File: config.mk
export PLATFORM = sky130hd
export DESIGN_NAME = vector_append_stream
export DESIGN_NICKNAME = d
export VERILOG_FILES = /design/src/rtl/vector_append_pkg.sv /design/src/rtl/vappend_fifo.sv /design/src/rtl/vector_append_stream.sv
export SDC_FILE = /design/constraint.sdc
export NUM_CORES = 1
export LEC_CHECK = 0
export ABC_AREA = 1
export BUFFER_PORTS_ARGS = -buffer_cell sky130_fd_sc_hd__buf_2
export CAP_MARGIN = 0
export CORE_MARGIN = 1
export CORE_UTILIZATION = 60
export DETAILED_ROUTE_END_ITERATION = 10
export PLACE_DENSITY = 0.88
export SKIP_LAST_GASP = 1
export SYNTH_ARGS = -nofsm -noshare
export SYNTH_HDL_FRONTEND = slang
export SYNTH_HIERARCHICAL = 1
export SYNTH_SLANG_ARGS = --single-unit
File: constraint.sdc
create_clock -name clk -period 7.9 [get_ports clk]
set_input_delay 0.395 -clock clk [delete_from_list [all_inputs] [get_ports clk]]
set_output_delay 0.395 -clock clk [all_outputs]
set_load 0.01 [all_outputs]
File: src/rtl/vector_append_pkg.sv
// Shared types and bit-manipulation helpers for the vector append stream.
package vector_append_pkg;

  // Widest half-word the reverse helpers handle; callers pass their real width.
  localparam int MAX_W = 512;

  typedef enum logic [1:0] {
    MODE_APPEND      = 2'd0,
    MODE_BYTEREV_PAD = 2'd1,
    MODE_BITREV      = 2'd2,
    MODE_SWAP        = 2'd3
  } mode_e;

  function automatic logic [MAX_W-1:0] byte_rev(input logic [MAX_W-1:0] x,
                                                input int nbytes);
    logic [MAX_W-1:0] r;
    r = '0;
    for (int i = 0; i < nbytes; i++) r[8*i +: 8] = x[8*(nbytes-1-i) +: 8];
    return r;
  endfunction

  function automatic logic [MAX_W-1:0] bit_rev(input logic [MAX_W-1:0] x,
                                               input int nbits);
    logic [MAX_W-1:0] r;
    r = '0;
    for (int i = 0; i < nbits; i++) r[i] = x[nbits-1-i];
    return r;
  endfunction

endpackage

File: src/rtl/vappend_fifo.sv
// Result buffer: DEPTH-entry circular FIFO with registered occupancy;
// the head reads as zero while empty.
module vappend_fifo #(
  parameter int W     = 64,
  parameter int DEPTH = 4
) (
  input  logic                       clk,
  input  logic                       rst,
  input  logic                       push_valid,
  output logic                       push_ready,
  input  logic [W-1:0]               push_data,
  output logic                       pop_valid,
  input  logic                       pop_ready,
  output logic [W-1:0]               pop_data,
  output logic [$clog2(DEPTH+1)-1:0] count
);

  localparam int CW = $clog2(DEPTH + 1);
  localparam int PW = $clog2(DEPTH);
  localparam logic [CW-1:0] FULL_CNT = CW'(DEPTH);
  localparam logic [PW-1:0] LAST_PTR = PW'(DEPTH - 1);

  logic [W-1:0]  mem_q [DEPTH];
  logic [PW-1:0] wr_ptr_q, wr_ptr_d;
  logic [PW-1:0] rd_ptr_q, rd_ptr_d;
  logic [CW-1:0] count_q, count_d;
  logic          push, pop;

  assign push_ready = (count_q < FULL_CNT);
  assign pop_valid  = (count_q != '0);
  assign pop_data   = pop_valid ? mem_q[rd_ptr_q] : '0;
  assign count      = count_q;

  // NOTE: every always_comb output gets a default first so no path leaves it
  // unassigned; a missing default infers a latch.
  always_comb begin
    push     = push_valid & push_ready;
    pop      = pop_valid & pop_ready;
    wr_ptr_d = wr_ptr_q;
    rd_ptr_d = rd_ptr_q;
    count_d  = count_q;
    if (push) wr_ptr_d = (wr_ptr_q == LAST_PTR) ? '0 : wr_ptr_q + 1'b1;
    if (pop)  rd_ptr_d = (rd_ptr_q == LAST_PTR) ? '0 : rd_ptr_q + 1'b1;
    case ({push, pop})
      2'b10:   count_d = count_q + 1'b1;
      2'b01:   count_d = count_q - 1'b1;
      default: count_d = count_q;
    endcase
  end

  // NOTE: sequential state uses non-blocking assignments so every flop
  // samples pre-edge values regardless of process ordering.
  always_ff @(posedge clk) begin
    if (rst) begin
      wr_ptr_q <= '0;
      rd_ptr_q <= '0;
      count_q  <= '0;
    end else begin
      wr_ptr_q <= wr_ptr_d;
      rd_ptr_q <= rd_ptr_d;
      count_q  <= count_d;
    end
  end

  // NOTE: storage is deliberately not reset; occupancy gates every read, so
  // stale entries are never observable.
  always_ff @(posedge clk) begin
    if (push && !rst) mem_q[wr_ptr_q] <= push_data;
  end

endmodule

File: src/rtl/vector_append_stream.sv
// Combines the upper half of operand A with the lower half of operand B under
// one of four transforms, then queues results in an output buffer.
module vector_append_stream
  import vector_append_pkg::*;
#(
  parameter int W     = 64,
  parameter int PAD   = 8,
  parameter int DEPTH = 4
) (
  input  logic                       clk,
  input  logic                       rst,
  input  logic                       in_valid,
  output logic                       in_ready,
  input  logic [W-1:0]               __in0,
  input  logic [W-1:0]               __in1,
  input  logic [1:0]                 mode,
  output logic                       out_valid,
  input  logic                       out_ready,
  output logic [W-1:0]               __out0,
  output logic [$clog2(DEPTH+1)-1:0] count,
  output logic [15:0]                xfer_cnt
);

  localparam int HW = W / 2;

  logic [HW-1:0]    h, l;
  logic [MAX_W-1:0] h_byterev_full, h_bitrev_full;
  logic [W-1:0]     result;
  logic [15:0]      xfer_cnt_q, xfer_cnt_d;
  logic             unused_bits;

  assign h = __in0[W-1:HW];
  assign l = __in1[HW-1:0];

  always_comb begin
    h_byterev_full = byte_rev(MAX_W'(h), HW / 8);
    h_bitrev_full  = bit_rev(MAX_W'(h), HW);
    result         = {h, l};
    case (mode_e'(mode))
      MODE_APPEND:      result = {h, l};
      MODE_BYTEREV_PAD: result = {h_byterev_full[HW-1:0], {PAD{1'b0}},
                                  __in1[HW-PAD-1:0]};
      MODE_BITREV:      result = {h_bitrev_full[HW-1:0], l};
      MODE_SWAP:        result = {l, h};
      default:          result = {h, l};
    endcase
  end

  // Operand halves outside H/L and the helpers' spare high bits are don't-care.
  assign unused_bits = ^{__in0[HW-1:0], __in1[W-1:HW], h_byterev_full, h_bitrev_full};

  vappend_fifo #(
    .W     (W),
    .DEPTH (DEPTH)
  ) u_fifo (
    .clk        (clk),
    .rst        (rst),
    .push_valid (in_valid),
    .push_ready (in_ready),
    .push_data  (result),
    .pop_valid  (out_valid),
    .pop_ready  (out_ready),
    .pop_data   (__out0),
    .count      (count)
  );

  always_comb begin
    xfer_cnt_d = xfer_cnt_q;
    if (out_valid && out_ready) xfer_cnt_d = xfer_cnt_q + 16'd1;
  end

  always_ff @(posedge clk) begin
    if (rst) xfer_cnt_q <= '0;
    else     xfer_cnt_q <= xfer_cnt_d;
  end

  assign xfer_cnt = xfer_cnt_q;

endmodule

* After elaboration in Yosys (flattened, before gate mapping)
Memories as Yosys holds them, arrays and structs flattened. A register that Yosys moved wholly into a read port is not among the register bits.
Cells that the tools add are included.
** Cells by class
- Add/sub/neg operators :: 5
- $lt $le $gt $ge :: 1
- Reductions and logical operators :: 6
- Bitwise gates (word level) :: 2
- Mux-type cells :: 9
- Eq/ne operators :: 7
** Operator list (number)
- $pmux 64 s4 :: 1
- $mux 64 :: 1
- $add 16x1->16 const B :: 1
- $eq 2x2->1 const B :: 5
- $mux 2 :: 4
- $pmux 3 s2 :: 1
- $add 2x1->2 const B :: 2
- $eq 2x1->1 const B :: 2
- $add 3x1->3 const B :: 1
- $lt 3x3->1 const B :: 1
- $reduce_bool 3->1 :: 1
- $sub 3x1->3 const B :: 1
- $and 1x1->1 :: 2
- $logic_and 1x1->1 :: 2
- $logic_not 2->1 :: 1
- $mux 1 :: 2
- $reduce_bool 2->1 :: 1
- $logic_not 1->1 :: 1
** Word-level totals
- Output and inout port bits :: 85
- Input bits :: 134
- Bits in registers :: 23
- Memory bits (writable) :: 256
- Memories :: 1
- Word-level logic and storage cells :: 35
** Memory list
- u_fifo.mem_q :: words 4, bits a word 64, read ports 1, clocked after memory_dff 1, write ports 1, line vappend_fifo.sv:23 : logic [W-1:0] mem_q [DEPTH];

* Logic depth before layout (Yosys ltp)
Gate-level depths: netlist of run 1.
- Depth after elaboration :: 5
- Gate-level depth with buffers :: 13
- Gate-level depth less buffers :: 13

* By module
Netlist of run 1, hierarchy kept.
** Modules (own cells, without submodules)
- vappend_fifo :: cells each 886, seq. area each 7867.5 um^2, area an instance 10576.4 um^2, times used 1
- vector_append_stream :: cells each 364, seq. area each 320.3 um^2, area an instance 1930.6 um^2, times used 1

* Worst setup path after synthesis of run 1
OpenSTA, ideal clock, no wires.
- Path kind :: register to register
- Start :: reg u_fifo.count_q[2], in the netlist u_fifo/count[2]
- End :: mem u_fifo.mem_q[0][0] (enable)
- Arrival :: 3.449 ns
- Clock period less this slack :: 3.935 ns
- Setup slack :: 3.965 ns
- Stages on the path, launching flop included :: 6
- Setup time :: 0.486 ns
- Required time :: 7.414 ns
- Path through :: dfxtp_1 inv_1 nand2_1 inv_1 nand2_1 nor2_1
** Between the ends
- Cells in the longest elaborated chain, start to end :: 5
** Ends and longest elaborated chain
- start: declaration :: line vappend_fifo.sv:26 : logic [CW-1:0] count_q, count_d;
- start signal: assignment :: line vappend_fifo.sv:61 : count_q <= count_d;
- $lt 3x3->1 :: line vappend_fifo.sv:29 : assign push_ready = (count_q < FULL_CNT);
- via in_ready :: line vector_append_stream.sv:13 : output logic in_ready,
- $and 1x1->1 :: line vappend_fifo.sv:37 : push = push_valid & push_ready;
- $logic_and 1x1->1 :: line vappend_fifo.sv:68 : if (push && !rst) mem_q[wr_ptr_q] <= push_data;
- $mux 1 :: line vappend_fifo.sv:68
- $mux 1 (implied by the code) :: line vappend_fifo.sv:68
- end: declaration :: line vappend_fifo.sv:23
The timed path passes the listed nets, and every way through them passes these cells.

==> qor.yml, run 1 <==
clock_network:
  clk_latency_ps: 540
  clkTransAtPathRegs_ps: 60
  cts.sinks: 281
  holdBufCountCts: 0
  clk_path_buf_depth: 3
  h-tree-depth: 1
  post_cts_resized: 0
  numCtsBuffers: 28
  tritoncts: "done"
  ctsRootBufferMaster: "clkbuf_16"
  cts_setup_buffers: 0
power:
  leakagePower_nw: 5.809
  p_clk_share_pct: 29.9
  p_int_w: 0.002943
  power_per_cell_area_nw_per_um2: 312.9
  seqPwrFrac_pct: 40.4
  p_sw_w: 0.001527
  sw_frac_of_total_pct: 34.15
  p_comb_share_pct: 29.7
  vdd_ir_drop_max_uv: 211.5
critical_path:
  worstPathArrival_ps: 3310
  worstPathRequired_ps: 7510
  critPathMaxFanout: 88
  cp-end-kind: "output pin"
  startpoint_type: "register"
  crit_type: "register to output pin"
  worst_path_largest_cell_delay_ps: 800
  crit_path_top_delay_cell: "buf_4"
  path_cells: "clkinv_2 > buf_4 > nand2_1 > nand2_1 > nand2_1 > a21oi_1 > buf_2"
  worst_path_most_repeated_cell: "nand2_1"
global_routing:
  grt_antenna_before_repair: 6
  grt_pass1_wl_mm: 47.80
  grt_pass1_vias: 8943
  grt-ovfl-total: 0
  track_usage_pct: 29.27
  grt_start_max_net_pins: 89
cells_and_area:
  fin_cells: 1675
  final_common_cell: "nand2_1"
  finalNetCount: 1523
  syn_to_final_growth_pct: 14.21
  final_cell_mix: "430 x nand2_1, 256 x edfxtp_1, 154 x nor2_1, 154 x buf_2, 98 x o21ai_0"
  drive_above_1_share_pct: 16.33
synthesis:
  synth_top_cell_by_area: "edfxtp_1"
  synth_seq_cells: 281
  yosys_warnings: 6
  yosysSeqAreaShare_pct: 65.47
  synth_area_leaders: "edfxtp_1 61%, nand2_1 13%, nor2_1 4.7%, dfxtp_1 4.0%, o21ai_0 3.9%"
  synth_cell_types: 29
  syn-cell-area_um2: 12510
  synth.top_cell.area_share_pct: 61.46
  synthCells: 1250
  syn_avg_cell_area_um2: 10.01
  synth_fp_nets: 1392
sta:
  skew_ps: 7.551
  slew_headroom_pct: 32.03
  setup_viol: 0
  timing.fmax_mhz: 269.9
  period_share_pct: 46.90
  hold_viol_final: 0
  tns_ps: 0
  worst_slew_pin_slew_ps: 1017
  min_period_ps: 3705
  slew_violations: 0
  rsz0062_at_grt: "false"
placed_design:
  gp_congestion: 0.9241
  port_buffers: 154
  post-dp-hpwl_mm: 19.76
  dp.cells: 1621
detailed_routing:
  wl_mm: 31.65
  viasPerCell: 5.816
  drtIter0Drc: 1182
  vias: 9742
  drc: 0
  ant_nets: 0
  dr.pass1.iters: 8
  routedWlPerCell_um: 18.89
die:
  start_util_pct: 61.42
  dieArea_um2: 21430
  pin_count: 219
  core_area_um2: 20360
  die_w_um: 146.4
  row_count: 52
  fp.dieH_um: 146.4
job:
  cap_violations: 0
outcome:
  status: "completed"
hold_path:
  min-delay-path-class: "primary input to register"
## layout make-up
cell class | count | area, um2
clock buffer | 39 | 803.3
multi-input combinational | 843 | 3717
inverter | 63 | 240.2
clock inverter | 12 | 140.1
sequential | 281 | 8192
timing repair buffer | 164 | 845.8
antenna | 3 | 7.507
tap | 270 | 337.8
fill | 1390 | 6081
## cell families after synthesis
| kind of cell | share of synthesized area (%) |
|---|---|
| adder cells (fa/ha/maj) | 0.8603 |
| XOR/XNOR | 0.07004 |
| flip-flops | 65.47 |
| AND/OR/NAND/NOR | 18.87 |
| AO/OA/AOI/OAI | 9.684 |
| buffers and inverters | 5.052 |
## path summary, 6_finish.rpt
kind,start,end,slack (ps),depth (start not counted)
setup / recovery,register,__out0[13],4200,7
hold / removal,rst,xfer_cnt[11]$_SDFFE_PP0P_,160,2
setup reg to reg,u_fifo/count[2]$_SDFFE_PP0P_,u_fifo/mem_q[1][31]$_DFFE_PP_,5160,6
hold reg to reg,xfer_cnt[4]$_SDFFE_PP0P_,xfer_cnt[4]$_SDFFE_PP0P_,510,2
## Yosys cell counts
master and instances:
nand2_1 430, edfxtp_1 256, nor2_1 158, o21ai_0 98, a21oi_1 85, inv_1 55
dfxtp_1 25, o2111ai_1 24, buf_2 22, clkbuf_1 16, buf_4 15, buf_6 10
inv_2 8, nand3_1 8, ha_1 7, nand2_2 4, nor2_2 4, o21ai_1 4
nand4_1 3, nor3_1 3, o21a_1 3, o22ai_1 3, a22o_1 2, nand3b_1 2
a31oi_1 1, and3_1 1, fa_1 1, nor3b_1 1, xor2_1 1
## registers in the layout, indices dropped and copies added (netlist names), named ones only
| name | cells |
|---|---|
| xfer_cnt | 16 |
| u_fifo/mem_q | 256 |
| u_fifo/rd_ptr_q | 2 |
| u_fifo/wr_ptr_q | 2 |
| u_fifo/count | 3 |
## stage by stage
step | hold slack [ps] | cell area (um2) | setup WS [ps] | util, % | power [W]
after floorplan | 467.4 | 12510 | 3965 | - | 0.002686
after global placement | 470.4 | 13330 | 4854 | 65.47 | 0.003095
after detailed placement | 497.9 | 13330 | 4871 | 65.47 | 0.003138
after CTS | 157.5 | 14280 | 4287 | 70.10 | 0.004464
after global routing | 185.5 | 14280 | 4038 | 70.13 | 0.004665
final | 164.0 | 14280 | 4195 | 70.14 | 0.004470
## power by group through the flow
stage          logic (W)  registers (W)  clock network [W]
2_1_floorplan   0.000870        0.00182                  0
3_3_place_gp     0.00126        0.00183                  0
3_5_place_dp     0.00130        0.00184                  0
4_1_cts          0.00131        0.00181            0.00135
5_1_grt          0.00144        0.00182            0.00140
6_report         0.00133        0.00181            0.00134
## metal layers
layer  track usage [%]  share of wire [%]  vias up
met5                 0               0.12        -
met4             13.33                4.4        6
met3             6.031                 11      104
met2             47.02                 47      616
met1             38.65                 37     4522
li1                  -                  -     4494
## critical path: cells and delay by family (launching register included)
kind                   cells  cell delay (ps)
AOI/OAI and AO/OA          1              390
buffers and inverters      3             1470
DFF                        1              500
and+or+nand+nor            3              320
(Power assumes the default switching activity.)
==> run 2, diff against run 1 <==
CORE_UTILIZATION = 56   (was 60)
PLACE_DENSITY = 0.83   (was 0.88)
clock period = 3.5 ns   (was 7.9 ns; I/O delays follow)
==> qor.yml, run 2 (synthesis results as in run 1) <==
outcome:
  status: "completed"
die:
  fp.dieH_um: 151.4
  pin_count: 219
  die_w_um: 151.4
  core_area_um2: 21890
  row_count: 54
  start_util_pct: 57.13
  dieArea_um2: 22940
placed_design:
  port_buffers: 154
  post-dp-hpwl_mm: 19.96
  gp_congestion: 0.8702
critical_path:
  rrSetupSlack_ps: 1620
  crit_type: "register to output pin"
  rr_endpoint: "u_fifo/count[2]$_SDFFE_PP0P_"
  startpoint_type: "register"
  critPathMaxFanout: 47
  cp-end-kind: "output pin"
  worstPathArrival_ps: 2570
  worstRegToRegCells: 12
  worstPathRequired_ps: 3320
  crit_path_end: "__out0[17]"
  r2r-start: "u_fifo/count[0]$_SDFFE_PP0P_"
detailed_routing:
  dr.pass1.iters: 8
  viasPerCell: 5.711
  routedWlPerCell_um: 18.94
  ant_nets: 0
  vias: 9663
  wl_mm: 32.04
  drtIter0Drc: 1071
  drc: 0
sta:
  worst_slew_pin_slew_ps: 949.3
  slew_violations: 0
  hold_viol_final: 0
  timing.fmax_mhz: 364.0
  rsz0062_at_grt: "false"
  period_share_pct: 78.49
  min_period_ps: 2747
  whs_ps: 17.98
  skew_ps: 9.391
  setup_viol: 0
  slew_headroom_pct: 36.04
power:
  vdd_ir_drop_max_uv: 376.3
  leakagePower_nw: 5.909
  power_per_cell_area_nw_per_um2: 714.6
cells_and_area:
  drive_above_1_share_pct: 16.80
  final_cell_mix: "430 x nand2_1, 256 x edfxtp_1, 154 x nor2_1, 154 x buf_2, 98 x o21ai_0"
  largest-register: "u_fifo/mem_q"
  finalNetCount: 1532
  syn_to_final_growth_pct: 16.05
  final_common_cell: "nand2_1"
  fillCellCount: 1617
  finish.utilization_pct: 66.30
  largest_register_ffs: 256
clock_network:
  post_cts_resized: 0
  clkTransAtPathRegs_ps: 60
  clk_path_buf_depth: 3
  numCtsBuffers: 28
  tritoncts: "done"
  cts_setup_buffers: 0
  cts.sinks: 281
  h-tree-depth: 1
  ctsRootBufferMaster: "clkbuf_16"
  clk_latency_ps: 540
global_routing:
  use_met2_pct: 45.87
  grt_start_max_net_pins: 80
  grt_pass1_vias: 8882
  grt_use_met1_pct: 36.03
  track_usage_pct: 27.81
  grt-ovfl-total: 0
  grt_antenna_before_repair: 3
  top_usage_layer: "met2"
  grt_util_met3_pct: 4.880
  grt_pass1_wl_mm: 47.23
hold_path:
  min-delay-path-class: "primary input to register"
job:
  cap_violations: 0
-- run 2: cell count changes in the layout (fill, tap and decap cells not counted), sizes merged --
cell         delta
bufinv          +3
clkinv          +2
buf             +6
clkbuf          -5
dlygate4sd3     +3
diode           -2
-- run 2: worst min path at each step --
stage,cells after the start,slack (ps),endpoint,from
floorplan,1,250,xfer_cnt[11]$_SDFFE_PP0P_,rst
global placement,2,470,xfer_cnt[6]$_SDFFE_PP0P_,xfer_cnt[6]$_SDFFE_PP0P_
detailed placement,2,490,xfer_cnt[4]$_SDFFE_PP0P_,xfer_cnt[4]$_SDFFE_PP0P_
CTS,3,10,u_fifo/mem_q[1][12]$_DFFE_PP_,__in1[12]
global route,3,30,u_fifo/mem_q[1][12]$_DFFE_PP_,__in1[12]
finish,3,20,u_fifo/mem_q[3][12]$_DFFE_PP_,__in1[12]
-- run 2: final cells by class --
cell class,instances,area [um2],area share [%]
flip-flops and latches,281,8192,56.44
repair buffers,173,996.0,6.862
multi-input cells,843,3717,25.61
clock inverters,17,240.2,1.655
inverters,63,240.2,1.655
clock buffers,34,775.7,5.345
well taps,280,350.3,2.414
diodes,1,2.502,0.01724
-- run 2: metal layers --
| metal | vias to the layer above | part of all wire, % |
|---|---|---|
| li1 | 4509 | - |
| met1 | 4464 | 37 |
| met2 | 598 | 49 |
| met3 | 86 | 11 |
| met4 | 6 | 3.7 |
| met5 | - | 0.12 |
-- run 2: timing repair --
| item | CTS | global route |
|---|---|---|
| setup endpoints to repair | 0 | 0 |
| hold buffers | 3 | 0 |
| endpoints found under the hold margin | 6 | 0 |
-- run 2: power by group --
| part | total (W) | internal [W] | switching, W | leakage, nW |
|---|---|---|---|---|
| clock network | 0.00324 | 0.00202 | 0.00122 | 0.502 |
| logic | 0.00306 | 0.000932 | 0.00212 | 2.87 |
| registers | 0.00408 | 0.00395 | 0.000131 | 2.54 |
-- run 2: worst max-delay path, cell delays in order, from the launching register on --
cell,delay [ps]
dfxtp_4,700
buf_4,530
nor2_1,100
nor2_1,100
o21ai_0,100
a21oi_1,280
buf_2,200
-- run 2: stage by stage --
stage / power [W] / setup TNS [ps] / instance area, um2 / instances / setup slack (ps)
floorplan: 0.006062 / -111320 / 12510 / 1250 / -434.8
global placement: 0.007089 / 0 / 13470 / 1637 / 1392
detailed placement: 0.007164 / 0 / 13470 / 1637 / 1363
CTS: 0.01039 / 0 / 14510 / 1691 / 788.4
global route: 0.01085 / 0 / 14510 / 1691 / 655.8
finish: 0.01037 / 0 / 14510 / 1692 / 752.9
